==> config.mk <==
export PLATFORM = sky130hd
export DESIGN_NAME = imem_boot_loader
export DESIGN_NICKNAME = d
export VERILOG_FILES = /design/src/rtl/imem_boot_loader.sv
export SDC_FILE = /design/constraint.sdc
export NUM_CORES = 1
export LEC_CHECK = 0
export CORE_UTILIZATION = 49
export CTS_CLUSTER_DIAMETER = 120
export DETAILED_ROUTE_END_ITERATION = 10
export PLACE_DENSITY = 0.81
export RECOVER_POWER = 100
export SLEW_MARGIN = 20
export SYNTH_ARGS = -nofsm -noshare
export SYNTH_HDL_FRONTEND = slang
export SYNTH_SLANG_ARGS = --single-unit
==> constraint.sdc <==
create_clock -name clk -period 2.95 [get_ports clk]
set_input_delay 0.59 -clock clk [delete_from_list [all_inputs] [get_ports clk]]
set_output_delay 0.59 -clock clk [all_outputs]
set_load 0.01 [all_outputs]
==> src/rtl/imem_boot_loader.sv <==
// Boot loader: packs a little-endian byte stream into 32-bit words, writes them
// through the core's external instruction-memory port, then enables the core.
module imem_boot_loader #(
    parameter logic [63:0] BASE_ADDR   = 64'd0,
    parameter int unsigned CNT_W       = 10,
    parameter int unsigned TIMEOUT_CYC = 1024,
    parameter int unsigned TO_W        = 11
) (
    input  logic             clk,
    input  logic             arst_n,
    input  logic             start,
    input  logic [CNT_W-1:0] word_count,
    input  logic             abort,
    input  logic             stop,
    input  logic [7:0]       byte_in,
    input  logic             byte_valid,
    output logic             byte_ready,
    output logic [63:0]      addr_ext,
    output logic             wen_ext,
    output logic             ren_ext,
    output logic [31:0]      wdata_ext,
    output logic             cpu_enable,
    output logic             busy,
    output logic             error
);
    typedef enum logic [2:0] {S_IDLE, S_RECV, S_WRITE, S_RUN, S_ERROR} state_t;

    // Counter value one below the limit: the increment out of it is the timeout.
    localparam logic [TO_W-1:0] TO_LAST = TO_W'(TIMEOUT_CYC - 1);

    state_t           state;
    state_t           state_nxt;
    logic [1:0]       byte_idx;
    logic [CNT_W-1:0] word_idx;
    logic [CNT_W-1:0] count;
    logic [TO_W-1:0]  to_cnt;
    logic [63:0]      addr_q;
    logic [31:0]      wdata_q;
    logic             accept;
    logic             last_word;

    assign accept    = byte_valid && (state == S_RECV);
    assign last_word = (word_idx == count - CNT_W'(1));

    always_ff @(posedge clk or negedge arst_n) begin
        if (!arst_n) begin
            state <= S_IDLE;
        end else begin
            state <= state_nxt;
        end
    end

    always_comb begin
        state_nxt = state;
        if (abort) begin
            state_nxt = S_IDLE;
        end else begin
            case (state)
                S_IDLE: begin
                    if (start) begin
                        state_nxt = (word_count == '0) ? S_RUN : S_RECV;
                    end
                end
                S_RECV: begin
                    if (accept && byte_idx == 2'd3) begin
                        state_nxt = S_WRITE;
                    end else if (!accept && to_cnt == TO_LAST) begin
                        state_nxt = S_ERROR;
                    end
                end
                S_WRITE: state_nxt = last_word ? S_RUN : S_RECV;
                S_RUN: begin
                    if (stop) begin
                        state_nxt = S_IDLE;
                    end
                end
                S_ERROR: state_nxt = S_ERROR;
                default: state_nxt = S_IDLE;
            endcase
        end
    end

    always_ff @(posedge clk or negedge arst_n) begin
        if (!arst_n) begin
            byte_idx <= '0;
            word_idx <= '0;
            count    <= '0;
            to_cnt   <= '0;
            addr_q   <= '0;
            wdata_q  <= '0;
        end else begin
            case (state)
                S_IDLE: begin
                    if (start && word_count != '0) begin
                        count    <= word_count;
                        byte_idx <= '0;
                        word_idx <= '0;
                        to_cnt   <= '0;
                    end
                end
                S_RECV: begin
                    if (accept) begin
                        wdata_q[{byte_idx, 3'b000} +: 8] <= byte_in;
                        byte_idx <= byte_idx + 2'd1;
                        to_cnt   <= '0;
                        // Address is staged with the last byte so it is stable for the whole WRITE cycle.
                        if (byte_idx == 2'd3) begin
                            addr_q <= BASE_ADDR + {{(62 - CNT_W){1'b0}}, word_idx, 2'b00};
                        end
                    end else begin
                        to_cnt <= to_cnt + TO_W'(1);
                    end
                end
                S_WRITE: begin
                    if (!last_word) begin
                        word_idx <= word_idx + CNT_W'(1);
                        byte_idx <= '0;
                        to_cnt   <= '0;
                    end
                end
                default: ;
            endcase
        end
    end

    assign byte_ready = (state == S_RECV);
    assign wen_ext    = (state == S_WRITE);
    assign ren_ext    = 1'b0;
    assign cpu_enable = (state == S_RUN);
    assign busy       = (state == S_RECV) || (state == S_WRITE);
    assign error      = (state == S_ERROR);
    assign addr_ext   = addr_q;
    assign wdata_ext  = wdata_q;
endmodule
==> flow_results.xml, run 1 <==
<?xml version="1.0" encoding="UTF-8"?>
<metrics>
  <group name="run_status">
    <metric name="run_status" unit="">finished, violations left</metric>
    <metric name="violations" unit="">DRC, capacitance limit, slew limit</metric>
  </group>
  <group name="floorplanning">
    <metric name="die_width" unit="um">98.4</metric>
    <metric name="coreArea" unit="sq um">8850</metric>
    <metric name="dieArea" unit="sq um">9680</metric>
    <metric name="count_of_boundary_i_o_pins" unit="">126</metric>
    <metric name="fp.dieH" unit="um">98.4</metric>
    <metric name="starting_utilization_of_the_core_area" unit="%">51.4</metric>
    <metric name="core.rowCount" unit="">34</metric>
  </group>
  <group name="clock_tree">
    <metric name="clkSinkCount" unit="">78</metric>
    <metric name="cts_buffers" unit="">9</metric>
    <metric name="clockBufferDepth" unit="">2</metric>
    <metric name="ctsRootBufferMaster" unit="">sky130_fd_sc_hd__clkbuf_8</metric>
    <metric name="h-tree-depth" unit="">3</metric>
    <metric name="cts_tree" unit="">built</metric>
    <metric name="cts_repair_resize_count" unit="">0</metric>
    <metric name="cts_post_setup_buffers_inserted" unit="">0</metric>
    <metric name="holdBufCountCts" unit="">0</metric>
    <metric name="clock_insertion_delay_worst_skew" unit="ns">0.36</metric>
    <metric name="path_clk_slew" unit="ns">0.09</metric>
  </group>
  <group name="timing">
    <metric name="worst-slew-pin-transition" unit="ns">1.90</metric>
    <metric name="fin_setup_tns" unit="ns">0</metric>
    <metric name="max_freq" unit="MHz">362</metric>
    <metric name="hold_viol" unit="">0</metric>
    <metric name="total_count_of_max_transition_violations_in_the_final_report" unit="">79</metric>
    <metric name="finalSetupViolations" unit="">0</metric>
    <metric name="finClkSkew" unit="ns">0.0104</metric>
    <metric name="portion_of_the_clock_cycle_consumed_by_the_worst_path_in_the_final_layout" unit="%">93.7</metric>
    <metric name="grt_setup_unrepaired" unit="">false</metric>
    <metric name="slew-limit-headroom" unit="%">-26.8</metric>
    <metric name="hold_ws" unit="ns">0.483</metric>
    <metric name="final_period_minus_worst_setup_slack" unit="ns">2.76</metric>
    <metric name="layout_setup_ws" unit="ns">0.187</metric>
  </group>
  <group name="final_layout">
    <metric name="finalNetCount" unit="">591</metric>
    <metric name="final_layout_size_suffix_gt1_share" unit="%">6.75</metric>
    <metric name="finish.cell_count_without_fillers" unit="">671</metric>
    <metric name="post-route-cell-area" unit="sq um">5210</metric>
    <metric name="fin_util" unit="%">58.9</metric>
    <metric name="num-fill-cells" unit="">751</metric>
    <metric name="sequential_cell_area" unit="sq um">1950</metric>
    <metric name="syn_to_final_growth" unit="%">14.5</metric>
    <metric name="insertedDiodeCount" unit="">0</metric>
    <metric name="multi_input_area" unit="sq um">2140</metric>
  </group>
  <group name="grt">
    <metric name="global_route.overflow_total" unit="">0</metric>
    <metric name="initial_antenna_violation_count" unit="">0</metric>
    <metric name="grt_first_pass_wirelength" unit="um">16000</metric>
    <metric name="grt_start_max_net_pins" unit="">79</metric>
    <metric name="globalRouteTotalUtil" unit="%">20.7</metric>
    <metric name="grt_pass1_vias" unit="">3361</metric>
  </group>
  <group name="routing">
    <metric name="ant_nets" unit="">0</metric>
    <metric name="avgRoutedWirePerCell" unit="um">14.4</metric>
    <metric name="initial_drc_count" unit="">219</metric>
    <metric name="route.vias.total" unit="">3642</metric>
    <metric name="routed_wire_length" unit="um">9680</metric>
    <metric name="drt-vias-per-instance" unit="">5.43</metric>
    <metric name="post-route-drc-count" unit="">14</metric>
    <metric name="drt_first_pass_iters" unit="">9</metric>
  </group>
  <group name="synthesis">
    <metric name="synth-edff-count" unit="">0</metric>
    <metric name="yosysTopAreaCell" unit="">sky130_fd_sc_hd__dfrtp_1</metric>
    <metric name="yosys_warnings" unit="">0</metric>
    <metric name="synth_top_cells_by_area" unit="">sky130_fd_sc_hd__dfrtp_1 (43%), sky130_fd_sc_hd__buf_4 (9.1%), sky130_fd_sc_hd__nand2_1 (8.9%)</metric>
    <metric name="synth_ff_type" unit="">sky130_fd_sc_hd__dfrtp_1</metric>
    <metric name="syn-mean-instance-area" unit="sq um">9.17</metric>
    <metric name="synth.distinct_cells" unit="">66</metric>
    <metric name="synth_sequential_area_ratio" unit="%">42.9</metric>
    <metric name="synthCells" unit="">496</metric>
    <metric name="yosys.cell_count.top_type" unit="">sky130_fd_sc_hd__nand2_1</metric>
    <metric name="async_reset_ff_share" unit="%">100</metric>
    <metric name="synth-seq-cells" unit="">78</metric>
    <metric name="synthDominantCellAreaShare" unit="%">42.9</metric>
    <metric name="synth_commonest_cells" unit="">sky130_fd_sc_hd__nand2_1 (108), sky130_fd_sc_hd__dfrtp_1 (78), sky130_fd_sc_hd__buf_4 (55), sky130_fd_sc_hd__o21ai_1 (31), sky130_fd_sc_hd__nor2_1 (24)</metric>
    <metric name="post_synthesis_instance_area" unit="sq um">4550</metric>
  </group>
  <group name="pwr">
    <metric name="finalPower" unit="mW">3.10</metric>
    <metric name="power_density" unit="nW/um^2">595</metric>
    <metric name="p_comb_share" unit="%">28.3</metric>
    <metric name="static-leakage-power" unit="nW">2.42</metric>
    <metric name="pwr-share-seq" unit="%">44.6</metric>
    <metric name="switching_power_share_of_the_total" unit="%">34.9</metric>
    <metric name="internal_power" unit="mW">2.02</metric>
    <metric name="net-switching-power" unit="mW">1.08</metric>
    <metric name="power.ir.vdd_worst" unit="V">0.000293</metric>
    <metric name="p_clk_share" unit="%">27.1</metric>
  </group>
  <group name="place">
    <metric name="hpwlAfterDp" unit="um">7090</metric>
    <metric name="gp_congestion" unit="">0.893</metric>
    <metric name="place.port_buffers" unit="">70</metric>
    <metric name="dpl-instance-area" unit="sq um">5100</metric>
    <metric name="pre_cts_slack" unit="ns">0.338</metric>
    <metric name="numPlacedInstances" unit="">655</metric>
  </group>
  <group name="hold_path">
    <metric name="hp-class" unit="">flop to flop</metric>
    <metric name="hold_path_end" unit="">wdata_ext[31]</metric>
    <metric name="worstHoldPathCells" unit="">2</metric>
    <metric name="hp-start" unit="">wdata_ext[31]</metric>
  </group>
  <group name="critical_path">
    <metric name="worstSetupStartpointType" unit="">flop</metric>
    <metric name="ff2ff_path_depth" unit="">10</metric>
    <metric name="setup.worst_path.end_class" unit="">primary output</metric>
    <metric name="reg2reg_to" unit="">word_idx[8]</metric>
    <metric name="arrival" unit="ns">2.17</metric>
    <metric name="timing_worst_setup_path_type" unit="">flop to primary output</metric>
    <metric name="reg2reg_setup_slack" unit="ns">0.30</metric>
    <metric name="required_arrival_time_at_the_worst_endpoint" unit="ns">2.36</metric>
    <metric name="timing.critical_path.fanout_max" unit="">9</metric>
    <metric name="worstReg2RegStart" unit="">count[0]</metric>
  </group>
  <group name="flow_run">
    <metric name="maxCapViolCount" unit="">1</metric>
  </group>
</metrics>
## worst max-delay path: stages, from the launching register on
cell and delay, ns:
sky130_fd_sc_hd__dfrtp_1 0.50, sky130_fd_sc_hd__nor3b_1 0.61, sky130_fd_sc_hd__dlygate4sd3_1 0.71
## per-layer routing
layer	track usage (%)	routed length (um)	vias to the layer above
met3	4.44	728	15
met2	32.4	4370	165
met1	28.6	4360	1729
li1	-	-	1733
met4	6.89	213	0
met5	0	0	-
## sequential cells by signal, indices dropped and copies added (netlist names)
register   cells
word_idx      10
state          3
to_cnt        11
addr_ext      10
byte_idx       2
wdata_ext     32
count         10
## area by class of cell
| cell class | instances | share of cell area, % |
|---|---|---|
| multi-input combinational | 382 | 41.1 |
| sequential | 78 | 37.5 |
| timing repair buffer | 75 | 14.0 |
| tap | 108 | 2.59 |
| clock buffer | 9 | 2.38 |
| clock inverter | 7 | 1.56 |
| inverter | 12 | 0.865 |
## placed cells by master, fill, tap and decap left out, types with 8 or more instances in the layout
master | synthesis | final
sky130_fd_sc_hd__clkdlybuf4s50_1 | 0 | 21
sky130_fd_sc_hd__a21oi_1 | 10 | 12
sky130_fd_sc_hd__nand3_1 | 8 | 8
sky130_fd_sc_hd__ha_1 | 9 | 9
sky130_fd_sc_hd__o21ai_0 | 10 | 38
sky130_fd_sc_hd__mux2_1 | 11 | 11
sky130_fd_sc_hd__a31oi_1 | 7 | 10
sky130_fd_sc_hd__nor2_1 | 24 | 24
sky130_fd_sc_hd__conb_1 | 1 | 55
sky130_fd_sc_hd__xnor2_1 | 8 | 8
sky130_fd_sc_hd__dfrtp_1 | 78 | 78
sky130_fd_sc_hd__dlygate4sd3_1 | 0 | 48
sky130_fd_sc_hd__nand2_1 | 108 | 108
sky130_fd_sc_hd__inv_1 | 12 | 12
sky130_fd_sc_hd__clkbuf_8 | 0 | 9
## power by group through the flow
stage / logic (mW) / registers [mW] / clock network, mW
finish: 0.877 / 1.38 / 0.841
global route: 0.979 / 1.41 / 0.907
CTS: 0.961 / 1.39 / 0.856
detailed placement: 0.958 / 1.41 / 0
global placement: 0.930 / 1.40 / 0
floorplan: 0.584 / 1.42 / 0
## cells by family (layout without fill, tap and decap cells)
family	count (synthesis)	in the layout	share of synthesized area [%]
AND/OR/NAND/NOR	189	189	19.2
AO/OA/AOI/OAI	101	101	16.4
buffers and inverters	90	103	12.5
flip-flops	78	78	42.9
multiplexers	16	16	3.96
XOR/XNOR	12	12	2.47
adder cells (fa/ha/maj)	9	9	2.47
other	1	55	0.0824
## worst max-delay path by stage
stage / end / start / cells after the start
final: byte_ready / state[0] / 2
after floorplan: word_idx[5] / count[0] / 12
after CTS: word_idx[8] / count[0] / 10
after global placement: word_idx[8] / count[0] / 10
after global routing: byte_ready / state[0] / 2
after detailed placement: word_idx[9] / word_count[8] / 8
No activity file was read; power rests on OpenSTA's default activity.
==> run 2: changes to the inputs <==
ABC_CLOCK_PERIOD_IN_PS = 2950   (was unset)
CORE_UTILIZATION = 38   (was 49)
PLACE_DENSITY = 0.66   (was 0.81)
==> run 2 against run 1 <==
The flow still finishes with violations (DRC, capacitance limit, slew limit); utilization down 12 points; global-route usage decreased by 4.5 points; power grew 9.7%; worst hold slack worse by 0.0076 ns; setup slack gained 0.12 ns; critical path depth grew 8; fmax is 4.4% higher; register-to-register slack hardly changed; critical endpoint is now word_idx[8]; largest cell class unchanged; highest routed layer unchanged.
==> flow_results.xml, run 2 (synthesis gave the netlist of run 1 again) <==
<?xml version="1.0" encoding="UTF-8"?>
<metrics>
  <group name="clock_tree">
    <metric name="h-tree-depth" unit="">3</metric>
    <metric name="cts_tree" unit="">built</metric>
    <metric name="ctsRootBufferMaster" unit="">sky130_fd_sc_hd__clkbuf_16</metric>
    <metric name="holdBufCountCts" unit="">0</metric>
    <metric name="clkSinkCount" unit="">78</metric>
    <metric name="cts_buffers" unit="">9</metric>
    <metric name="clock_insertion_delay_worst_skew" unit="ns">0.34</metric>
    <metric name="clockBufferDepth" unit="">2</metric>
    <metric name="path_clk_slew" unit="ns">0.07</metric>
    <metric name="cts_post_setup_buffers_inserted" unit="">0</metric>
    <metric name="cts_repair_resize_count" unit="">0</metric>
  </group>
  <group name="routing">
    <metric name="drt-vias-per-instance" unit="">5.06</metric>
    <metric name="drt_first_pass_iters" unit="">8</metric>
    <metric name="avgRoutedWirePerCell" unit="um">13.7</metric>
    <metric name="routed_wire_length" unit="um">9660</metric>
    <metric name="post-route-drc-count" unit="">30</metric>
    <metric name="initial_drc_count" unit="">219</metric>
    <metric name="ant_nets" unit="">0</metric>
    <metric name="route.vias.total" unit="">3580</metric>
  </group>
  <group name="final_layout">
    <metric name="num-fill-cells" unit="">1134</metric>
    <metric name="finalNetCount" unit="">592</metric>
    <metric name="insertedDiodeCount" unit="">0</metric>
    <metric name="syn_to_final_growth" unit="%">18.6</metric>
    <metric name="fin_util" unit="%">46.7</metric>
    <metric name="layout_commonest_cell" unit="">sky130_fd_sc_hd__nand2_1</metric>
    <metric name="highest_count_cells_in_the_layout_ignoring_fill_and_taps" unit="">sky130_fd_sc_hd__nand2_1 (108), sky130_fd_sc_hd__dfrtp_1 (78), sky130_fd_sc_hd__conb_1 (55)</metric>
    <metric name="post-route-cell-area" unit="sq um">5400</metric>
    <metric name="largest_reg_flops" unit="">32</metric>
    <metric name="final_layout_size_suffix_gt1_share" unit="%">6.91</metric>
  </group>
  <group name="critical_path">
    <metric name="timing_worst_setup_path_type" unit="">flop to flop</metric>
    <metric name="worstSetupStartpointType" unit="">flop</metric>
    <metric name="arrival" unit="ns">2.90</metric>
    <metric name="setup.worst_path.end_class" unit="">flop</metric>
    <metric name="timing.critical_path.fanout_max" unit="">14</metric>
    <metric name="required_arrival_time_at_the_worst_endpoint" unit="ns">3.20</metric>
  </group>
  <group name="grt">
    <metric name="grt_first_pass_wirelength" unit="um">16100</metric>
    <metric name="grt_start_max_net_pins" unit="">79</metric>
    <metric name="globalRouteTotalUtil" unit="%">16.2</metric>
    <metric name="global_route.overflow_total" unit="">0</metric>
    <metric name="grt_pass1_vias" unit="">3383</metric>
    <metric name="initial_antenna_violation_count" unit="">0</metric>
  </group>
  <group name="pwr">
    <metric name="p_comb_share" unit="%">26.4</metric>
    <metric name="power_density" unit="nW/um^2">629</metric>
    <metric name="internal_power" unit="mW">2.29</metric>
    <metric name="static-leakage-power" unit="nW">2.48</metric>
    <metric name="power.ir.vdd_worst" unit="V">0.000307</metric>
    <metric name="switching_power_share_of_the_total" unit="%">32.5</metric>
    <metric name="pwr-share-seq" unit="%">40.4</metric>
    <metric name="p_clk_share" unit="%">33.2</metric>
    <metric name="net-switching-power" unit="mW">1.10</metric>
  </group>
  <group name="timing">
    <metric name="final_period_minus_worst_setup_slack" unit="ns">2.65</metric>
    <metric name="hold_ws" unit="ns">0.475</metric>
    <metric name="finalSetupViolations" unit="">0</metric>
    <metric name="fin_setup_tns" unit="ns">0</metric>
    <metric name="finClkSkew" unit="ns">0.00511</metric>
    <metric name="max_freq" unit="MHz">378</metric>
    <metric name="slew-limit-headroom" unit="%">-27.6</metric>
    <metric name="total_count_of_max_transition_violations_in_the_final_report" unit="">79</metric>
    <metric name="hold_viol" unit="">0</metric>
    <metric name="grt_setup_unrepaired" unit="">false</metric>
    <metric name="portion_of_the_clock_cycle_consumed_by_the_worst_path_in_the_final_layout" unit="%">89.8</metric>
    <metric name="worst-slew-pin-transition" unit="ns">1.91</metric>
  </group>
  <group name="place">
    <metric name="dpl-instance-area" unit="sq um">5150</metric>
    <metric name="place.port_buffers" unit="">70</metric>
    <metric name="gp_congestion" unit="">0.857</metric>
    <metric name="hpwlAfterDp" unit="um">7130</metric>
  </group>
  <group name="floorplanning">
    <metric name="core.rowCount" unit="">39</metric>
    <metric name="count_of_boundary_i_o_pins" unit="">126</metric>
    <metric name="fp.dieH" unit="um">111</metric>
    <metric name="coreArea" unit="sq um">11600</metric>
    <metric name="starting_utilization_of_the_core_area" unit="%">39.3</metric>
    <metric name="die_width" unit="um">111</metric>
    <metric name="dieArea" unit="sq um">12400</metric>
  </group>
  <group name="run_status">
    <metric name="run_status" unit="">finished, violations left</metric>
    <metric name="violations" unit="">DRC, capacitance limit, slew limit</metric>
  </group>
  <group name="flow_run">
    <metric name="maxCapViolCount" unit="">1</metric>
  </group>
  <group name="hold_path">
    <metric name="hp-class" unit="">flop to flop</metric>
  </group>
</metrics>
## run 2: power by group through the flow
stage	logic [mW]	registers (mW)	clock network, mW
floorplan	0.584	1.42	0
global placement	0.949	1.39	0
detailed placement	0.972	1.40	0
CTS	0.977	1.38	1.16
global route	1.00	1.40	1.20
finish	0.898	1.37	1.13
## run 2: layout make-up
cell class / instances / area (sq um) / area share (%)
Inverter: 12 / 45.0 / 0.834
Clock buffer: 9 / 225 / 4.17
Clock inverter: 7 / 81.3 / 1.51
Tap cell: 143 / 179 / 3.31
Multi-Input combinational cell: 382 / 2180 / 40.4
Timing Repair Buffer: 76 / 737 / 13.7
Sequential cell: 78 / 1950 / 36.2
## run 2: worst paths after layout
kind / cells past startpoint / startpoint / slack (ns) / end
setup / recovery: 10 / count[0] / 0.30 / word_idx[8]
hold / removal: 2 / wdata_ext[11] / 0.48 / wdata_ext[11]
setup reg to reg: 10 / count[0] / 0.30 / word_idx[8]
hold reg to reg: 2 / wdata_ext[11] / 0.48 / wdata_ext[11]
max in group asynchronous: 1 / arst_n / 1.04 / to_cnt[5]
min in group asynchronous: 1 / arst_n / 0.79 / wdata_ext[27]
## run 2: layer usage
layer  part of all wire [%]  vias to the layer above  global-route usage, %
li1                       -                     1725                      -
met1                     47                     1702                   21.0
met2                     46                      142                   25.7
met3                    5.7                       11                   3.76
met4                    1.6                        0                   7.12
met5                      0                        -                      0
## run 2: through the flow
| stage | worst slack [ns] | power (mW) | instances |
|---|---|---|---|
| 2_1_floorplan | 0.526 | 2.01 | 550 |
| 3_3_place_gp | 0.415 | 2.34 | 691 |
| 3_5_place_dp | 0.361 | 2.37 | 691 |
| 4_1_cts | 0.311 | 3.52 | 707 |
| 5_1_grt | 0.0746 | 3.60 | 707 |
| 6_report | 0.302 | 3.40 | 707 |
## run 2: worst max-delay path, stage by stage, from the launching register on
cell and delay [ns]:
sky130_fd_sc_hd__dfrtp_1 0.38, sky130_fd_sc_hd__inv_1 0.06, sky130_fd_sc_hd__ha_1 0.35, sky130_fd_sc_hd__o21ai_0 0.21, sky130_fd_sc_hd__nor4_1 0.33, sky130_fd_sc_hd__a31oi_1 0.10, sky130_fd_sc_hd__a311oi_2 0.31, sky130_fd_sc_hd__nand3_2 0.28
sky130_fd_sc_hd__buf_4 0.27, sky130_fd_sc_hd__a21bo_1 0.16, sky130_fd_sc_hd__a21oi_1 0.11
